$ cat src/rtl/hrm_mailbox.sv
// -----------------------------------------------------------------------------
// hrm_mailbox
//   Parametrised INBOX/OUTBOX queue for the HRM CPU. Circular buffer of
//   DEPTH = 2**LGFLEN words of DW bits, with an occupancy counter, threshold
//   flags, sticky overflow/underflow flags, a synchronous clear from the
//   control unit and a combinational dump port for the debug display.
//
// Ports
//   clk            system clock, rising edge
//   i_rst          asynchronous active-high reset
//   i_clr          synchronous clear, same effect as reset except storage
//   i_wr, i_data   push request and data
//   i_rd           pop request
//   o_data         head word (FWFT=1) or last popped word (FWFT=0)
//   o_empty_n      queue not empty
//   o_full         level == DEPTH
//   o_level        occupancy 0..DEPTH
//   o_almost_full  level >= AF_THRESH
//   o_almost_empty level <= AE_THRESH
//   o_ovf, o_udf   sticky rejected-push / rejected-pop flags
//   i_dmp_pos      dump offset from head
//   o_dmp_data     entry at head + i_dmp_pos (0 when not valid)
//   o_dmp_valid    i_dmp_pos < level
// -----------------------------------------------------------------------------
module hrm_mailbox #(
    parameter int DW        = 8,
    parameter int LGFLEN    = 5,
    parameter int FWFT      = 1,
    parameter int AF_THRESH = (1 << LGFLEN) - 4,
    parameter int AE_THRESH = 1
) (
    input  logic              clk,
    input  logic              i_rst,
    input  logic              i_clr,
    input  logic              i_wr,
    input  logic [DW-1:0]     i_data,
    input  logic              i_rd,
    output logic [DW-1:0]     o_data,
    output logic              o_empty_n,
    output logic              o_full,
    output logic [LGFLEN:0]   o_level,
    output logic              o_almost_full,
    output logic              o_almost_empty,
    output logic              o_ovf,
    output logic              o_udf,
    input  logic [LGFLEN-1:0] i_dmp_pos,
    output logic [DW-1:0]     o_dmp_data,
    output logic              o_dmp_valid
);

    localparam int              DEPTH   = 1 << LGFLEN;
    localparam logic [LGFLEN:0] DEPTH_L = (LGFLEN + 1)'(DEPTH);
    localparam logic [LGFLEN:0] AF_L    = (LGFLEN + 1)'(AF_THRESH);
    localparam logic [LGFLEN:0] AE_L    = (LGFLEN + 1)'(AE_THRESH);

    logic [DW-1:0]     mem_q [DEPTH];
    logic              mem_we;

    logic [LGFLEN-1:0] rptr_q,  rptr_d;
    logic [LGFLEN-1:0] wptr_q,  wptr_d;
    logic [LGFLEN:0]   level_q, level_d;
    logic              ovf_q,   ovf_d;
    logic              udf_q,   udf_d;
    logic [DW-1:0]     rdata_q, rdata_d;

    logic              rd_ok;
    logic              wr_ok;
    logic [LGFLEN-1:0] dmp_idx;

    // Next-state logic. A full queue still accepts a push when a pop is
    // accepted in the same cycle, because the popped slot is the one written.
    always_comb begin
        // NOTE: every output of this block gets a default first so no path leaves it unassigned (no latches).
        rd_ok   = i_rd && (level_q != '0);
        wr_ok   = i_wr && ((level_q != DEPTH_L) || rd_ok);
        mem_we  = 1'b0;
        rptr_d  = rptr_q;
        wptr_d  = wptr_q;
        level_d = level_q;
        ovf_d   = ovf_q;
        udf_d   = udf_q;
        rdata_d = rdata_q;

        if (i_clr) begin
            // Clear wins over any push/pop in the same cycle; flags are not updated.
            rptr_d  = '0;
            wptr_d  = '0;
            level_d = '0;
            ovf_d   = 1'b0;
            udf_d   = 1'b0;
            rdata_d = '0;
        end else begin
            mem_we = wr_ok;
            if (rd_ok) begin
                rptr_d  = rptr_q + LGFLEN'(1);
                rdata_d = mem_q[rptr_q];
            end
            if (wr_ok) begin
                wptr_d = wptr_q + LGFLEN'(1);
            end
            unique case ({wr_ok, rd_ok})
                2'b10:   level_d = level_q + (LGFLEN + 1)'(1);
                2'b01:   level_d = level_q - (LGFLEN + 1)'(1);
                default: level_d = level_q;
            endcase
            ovf_d = ovf_q | (i_wr & ~wr_ok);
            udf_d = udf_q | (i_rd & ~rd_ok);
        end
    end

    // NOTE: storage is deliberately left out of reset; only valid entries are ever observable.
    always_ff @(posedge clk) begin
        if (mem_we) begin
            mem_q[wptr_q] <= i_data;
        end
    end

    // NOTE: sequential state uses non-blocking assignments so all flops update together at the edge.
    always_ff @(posedge clk or posedge i_rst) begin
        if (i_rst) begin
            rptr_q  <= '0;
            wptr_q  <= '0;
            level_q <= '0;
            ovf_q   <= 1'b0;
            udf_q   <= 1'b0;
            rdata_q <= '0;
        end else begin
            rptr_q  <= rptr_d;
            wptr_q  <= wptr_d;
            level_q <= level_d;
            ovf_q   <= ovf_d;
            udf_q   <= udf_d;
            rdata_q <= rdata_d;
        end
    end

    // Status depends only on the registered level, never on same-cycle requests.
    assign o_level        = level_q;
    assign o_empty_n      = (level_q != '0);
    assign o_full         = (level_q == DEPTH_L);
    assign o_almost_full  = (level_q >= AF_L);
    assign o_almost_empty = (level_q <= AE_L);
    assign o_ovf          = ovf_q;
    assign o_udf          = udf_q;

    // Fall-through mode shows the head directly; registered mode shows the
    // word captured by the last accepted pop.
    assign o_data = (FWFT != 0) ? (o_empty_n ? mem_q[rptr_q] : '0) : rdata_q;

    // Dump index wraps naturally in LGFLEN bits.
    assign dmp_idx     = rptr_q + i_dmp_pos;
    assign o_dmp_valid = ({1'b0, i_dmp_pos} < level_q);
    assign o_dmp_data  = o_dmp_valid ? mem_q[dmp_idx] : '0;

endmodule

$ cat config.mk
export PLATFORM = sky130hd
export DESIGN_NAME = hrm_mailbox
export DESIGN_NICKNAME = d
export VERILOG_FILES = /design/src/rtl/hrm_mailbox.sv
export SDC_FILE = /design/constraint.sdc
export NUM_CORES = 1
export LEC_CHECK = 0
export CORE_UTILIZATION = 60
export CTS_CLUSTER_SIZE = 28
export DETAILED_ROUTE_END_ITERATION = 16
export GPL_ROUTABILITY_DRIVEN = 0
export MAX_ROUTING_LAYER = met4
export PLACE_DENSITY = 0.74
export SYNTH_ARGS = -nofsm -noshare
export SYNTH_HDL_FRONTEND = slang
export SYNTH_SLANG_ARGS = --single-unit
$ cat constraint.sdc
create_clock -name clk -period 8.85 [get_ports clk]
set_input_delay 2.655 -clock clk [delete_from_list [all_inputs] [get_ports clk]]
set_output_delay 2.655 -clock clk [all_outputs]
set_load 0.01 [all_outputs]
==> summary.md <==
| Metric | Value |
|---|---|
| Area of the die | `23,300 um2` |
| Critical Path AT | `~6.1 ns` |
| First-pass GRT wire length | `between 50,000 and 60,000 um` |
| Sequential power share | `0.376` |
| Worst setup path class | `in2out` |
| Sw power | `between 1 and 1.5 mW` |
| Placed inst area | `about 14,000 um2` |
| Max H-tree Level | `1` |
| Max-slew headroom | `0.0956` |
| Clock share of power | `0.298` |
| Worst r2r src | `o_level[1]` |
| Fin cells | `between 1,000 and 1,500` |
| CP startpoint | `i_dmp_pos[0]` |
| Worst Hold End | `o_ovf` |
| DR iter-0 viols | `1,231` |
| FF+latch count, synth | `~270` |
| DRC viols | `3` |
| Status | `complete, but fails checks` |
| Max-cap violations | `0` |
| Warnings, synthesis | `0` |
| Num CTS Buffers | `28` |
| DR pass1 iterations | `13` |
| Crit end category | `primary output` |
| Failing checks | `design-rule violations` |
| PD cells | `259 nW/um2` |
| Logic pwr share | `0.326` |
| Clock-pin slew on the worst setup and hold paths | `roughly 0.060 ns` |
| Total setup buffers inserted after CTS | `0` |
| Worst Path Required | `6.20 ns` |
| Pwr Total | `around 4 mW` |
| Period utilization | `0.986` |
| Post-layout min period | `approximately 8.7 ns` |
| Vias in the first global route | `between 8,000 and 9,000` |
| Slew @ Worst Pin | `around 1.4 ns` |
| Routed Antenna Nets | `0` |
| Fin nets | `approximately 900` |
| Number of I/O pins | `47` |
| Post-route cell area | `~15,000 um2` |
| TritonCTS clock tree | `yes` |
| Worst flop-to-flop path endpoint | `mem_q[3][0]` |
| Sw Ratio | `0.304` |
| Max Clock Skew | `0.0163 ns` |
| Initial antenna violation count | `0` |
| Antenna Cells | `0` |
| R2R Setup Slk | `~5.3 ns` |
| Share of cells above drive strength 1 | `0.275` |
| Final wirelength | `approximately 36,000 um` |
| Core area | `about 22,000 um2` |
| Post-synthesis sequential area ratio | `0.596` |
| Largest net degree at the start of global routing | `53` |
| Routed vias/inst | `~7.3` |
| Cell area after synthesis | `between 10,000 and 15,000 um2` |
| Hold Path Origin | `o_ovf` |
| Mapped Cells | `between 700 and 800` |
| DP Wirelength | `23,200 um` |
| Number of clock sinks | `approximately 270` |
| Avg Cell Area, Syn | `roughly 17 um2` |
| Clock root buffer | `clkbuf_16` |
| F_max | `115 MHz` |
| Port bufs | `46` |
| Initial Util | `0.618` |
| Routed via count | `between 8,000 and 9,000` |
| Distinct cell type count after synthesis | `50` |
| Setup TNS | `0 ns` |
| Max-slew violations | `0` |
| Wirelength per Cell | `around 32 um` |
| Syn-to-layout area delta | `12.7%` |
| Syn nets | `831` |
| Int Pwr | `around 2.8 mW` |
| Post-CTS Resized | `0` |
| Fillers | `approximately 1,400` |
| Leakage | `~4.9 nW` |
| Skew-Pair Late Insertion Delay | `around 0.55 ns` |
| Worst-path maximum fanout | `19` |
| Die Y | `around 150 um` |
| Post-Place Cells | `between 1,000 and 1,500` |
| Gr usage total | `0.330` |
| Overflow after GRT | `0` |
| VDD IR max | `0.193 mV` |
| R2R depth | `7` |
| Worst Hold Class | `reg2reg` |
| Row count | `54` |
| Final Setup Violations | `0` |
| RSZ-0062 raised after global routing | `false` |
| Chip width | `153 um` |
| Hold depth | `2` |
| Clk buf depth | `3` |
| Hold Vio Cnt, Final | `0` |
| Hold-fix buffers, CTS | `0` |
| Startpoint Class | `input pin` |
## power by group through the flow
| stage | combinational (mW) | sequential, mW | clock, mW |
|---|---|---|---|
| finish | 1.30 | 1.50 | 1.19 |
| global route | 1.36 | 1.51 | 1.24 |
| global placement | 1.27 | 1.53 | 0 |
| CTS | 1.29 | 1.50 | 1.19 |
| floorplan | 0.850 | 1.49 | 0 |
| detailed placement | 1.28 | 1.53 | 0 |
## critical path, cell delays in order
cell and delay (ns):
clkdlybuf4s50_1 0.55, ha_4 0.17, inv_1 0.05, fa_2 0.60
buf_12 0.19, mux4_2 0.20, o21ai_0 0.10, a2111oi_1 0.62
buf_4 0.24, a2111o_1 0.12, clkdlybuf4s50_1 0.55
## through the flow
stage / util / hold slack, ns / setup slack (ns)
3_5_place_dp: 0.654 / 0.504 / 0.0741
2_1_floorplan: - / 0.526 / 1.19
6_report: 0.696 / 0.526 / 0.121
3_3_place_gp: 0.654 / 0.484 / 0.0893
5_1_grt: 0.696 / 0.562 / 0.0336
4_1_cts: 0.696 / 0.520 / 0.0669
## cells in the mapped netlist, drive strengths merged
| master | n | area, um2 |
|---|---|---|
| a2111o | 8 | 90.1 |
| a2111oi | 24 | 210 |
| a211oi | 1 | 7.51 |
| a21o | 2 | 15.0 |
| a21oi | 10 | 57.6 |
| a311oi | 1 | 8.76 |
| a31oi | 2 | 12.5 |
| a32oi | 1 | 16.3 |
| a41o | 1 | 10.0 |
| and3 | 2 | 17.5 |
| buf | 38 | 223 |
| clkbuf | 20 | 75.1 |
| dfrtp | 18 | 450 |
| edfxtp | 256 | 7690 |
| fa | 1 | 20.0 |
| ha | 17 | 213 |
| inv | 16 | 60.1 |
| mux2 | 26 | 293 |
| mux2i | 25 | 250 |
| mux4 | 128 | 2880 |
| nand2 | 15 | 56.3 |
| nand2b | 3 | 18.8 |
| nand3 | 29 | 145 |
| nand3b | 3 | 22.5 |
| nand4 | 6 | 37.5 |
| nor2 | 67 | 251 |
| nor2b | 1 | 6.26 |
| nor3 | 12 | 76.3 |
| nor4 | 1 | 6.26 |
| o2111a | 1 | 11.3 |
| o211a | 1 | 10.0 |
| o21a | 2 | 22.5 |
| o21ai | 29 | 156 |
| o22ai | 8 | 50.1 |
| or3 | 1 | 6.26 |
| or3b | 2 | 17.5 |
| or4b | 1 | 10.0 |
| xnor2 | 7 | 61.3 |
| xor2 | 9 | 78.8 |
## worst max-delay path by stage
stage,cells after the start,slack (ns),endpoint
after CTS,10,0.07,o_dmp_data[2]
after floorplan,8,1.19,o_dmp_data[0]
final,11,0.12,o_dmp_data[4]
after global placement,10,0.09,o_dmp_data[2]
after detailed placement,10,0.07,o_dmp_data[2]
after global routing,11,0.03,o_dmp_data[4]
## state kept, by name (all words and copies together) (netlist names)
| register | flops |
|---|---|
| rptr_q | 5 |
| wptr_q | 5 |
| o_level | 6 |
| mem_q | 256 |
| o_ovf | 1 |
| o_udf | 1 |
## logic make-up (layout without fill, tap and decap cells)
family / after synthesis / count (layout) / synth area share
AO/OA/AOI/OAI: 91 / 91 / 0.0497
XOR/XNOR: 16 / 16 / 0.0103
adder cells (fa/ha/maj): 18 / 18 / 0.0171
buffers and inverters: 74 / 141 / 0.0262
flip-flops: 274 / 274 / 0.596
multiplexers: 179 / 179 / 0.251
AND/OR/NAND/NOR: 143 / 143 / 0.0492
## metal layers
metal,global-route usage,share of wire,vias up
met5,-,0,-
met4,0.130,0.042,0
met3,0.0592,0.11,89
met2,0.499,0.47,602
met1,0.453,0.38,4289
li1,-,-,3404
## cells in the final DEF, fill, tap and decap left out, drive strengths merged, types with 2 or more instances in the layout
master         count
a2111o             8
a2111oi           24
a21o               2
a21oi             10
a31oi              2
and3               2
buf               29
bufinv             3
clkbuf            37
clkdlybuf4s50     46
clkinv             8
clkinvlp           2
dfrtp             18
edfxtp           256
ha                17
inv               16
mux2              26
mux2i             25
mux4             128
nand2             15
nand2b             3
nand3             29
nand3b             3
nand4              6
nor2              67
nor3              12
o21a               2
o21ai             29
o22ai              8
or3b               2
xnor2              7
xor2               9
## area by class of cell
cell class,instances,area (um2),area share
flip-flops and latches,274,8150,0.530
multi-input cells,447,5170,0.336
clock buffers,37,786,0.0511
repair buffers,75,728,0.0474
well taps,280,350,0.0228
clock inverters,13,138,0.00895
inverters,16,60.1,0.00391
Note: power is estimated with default switching activity, not from simulation.
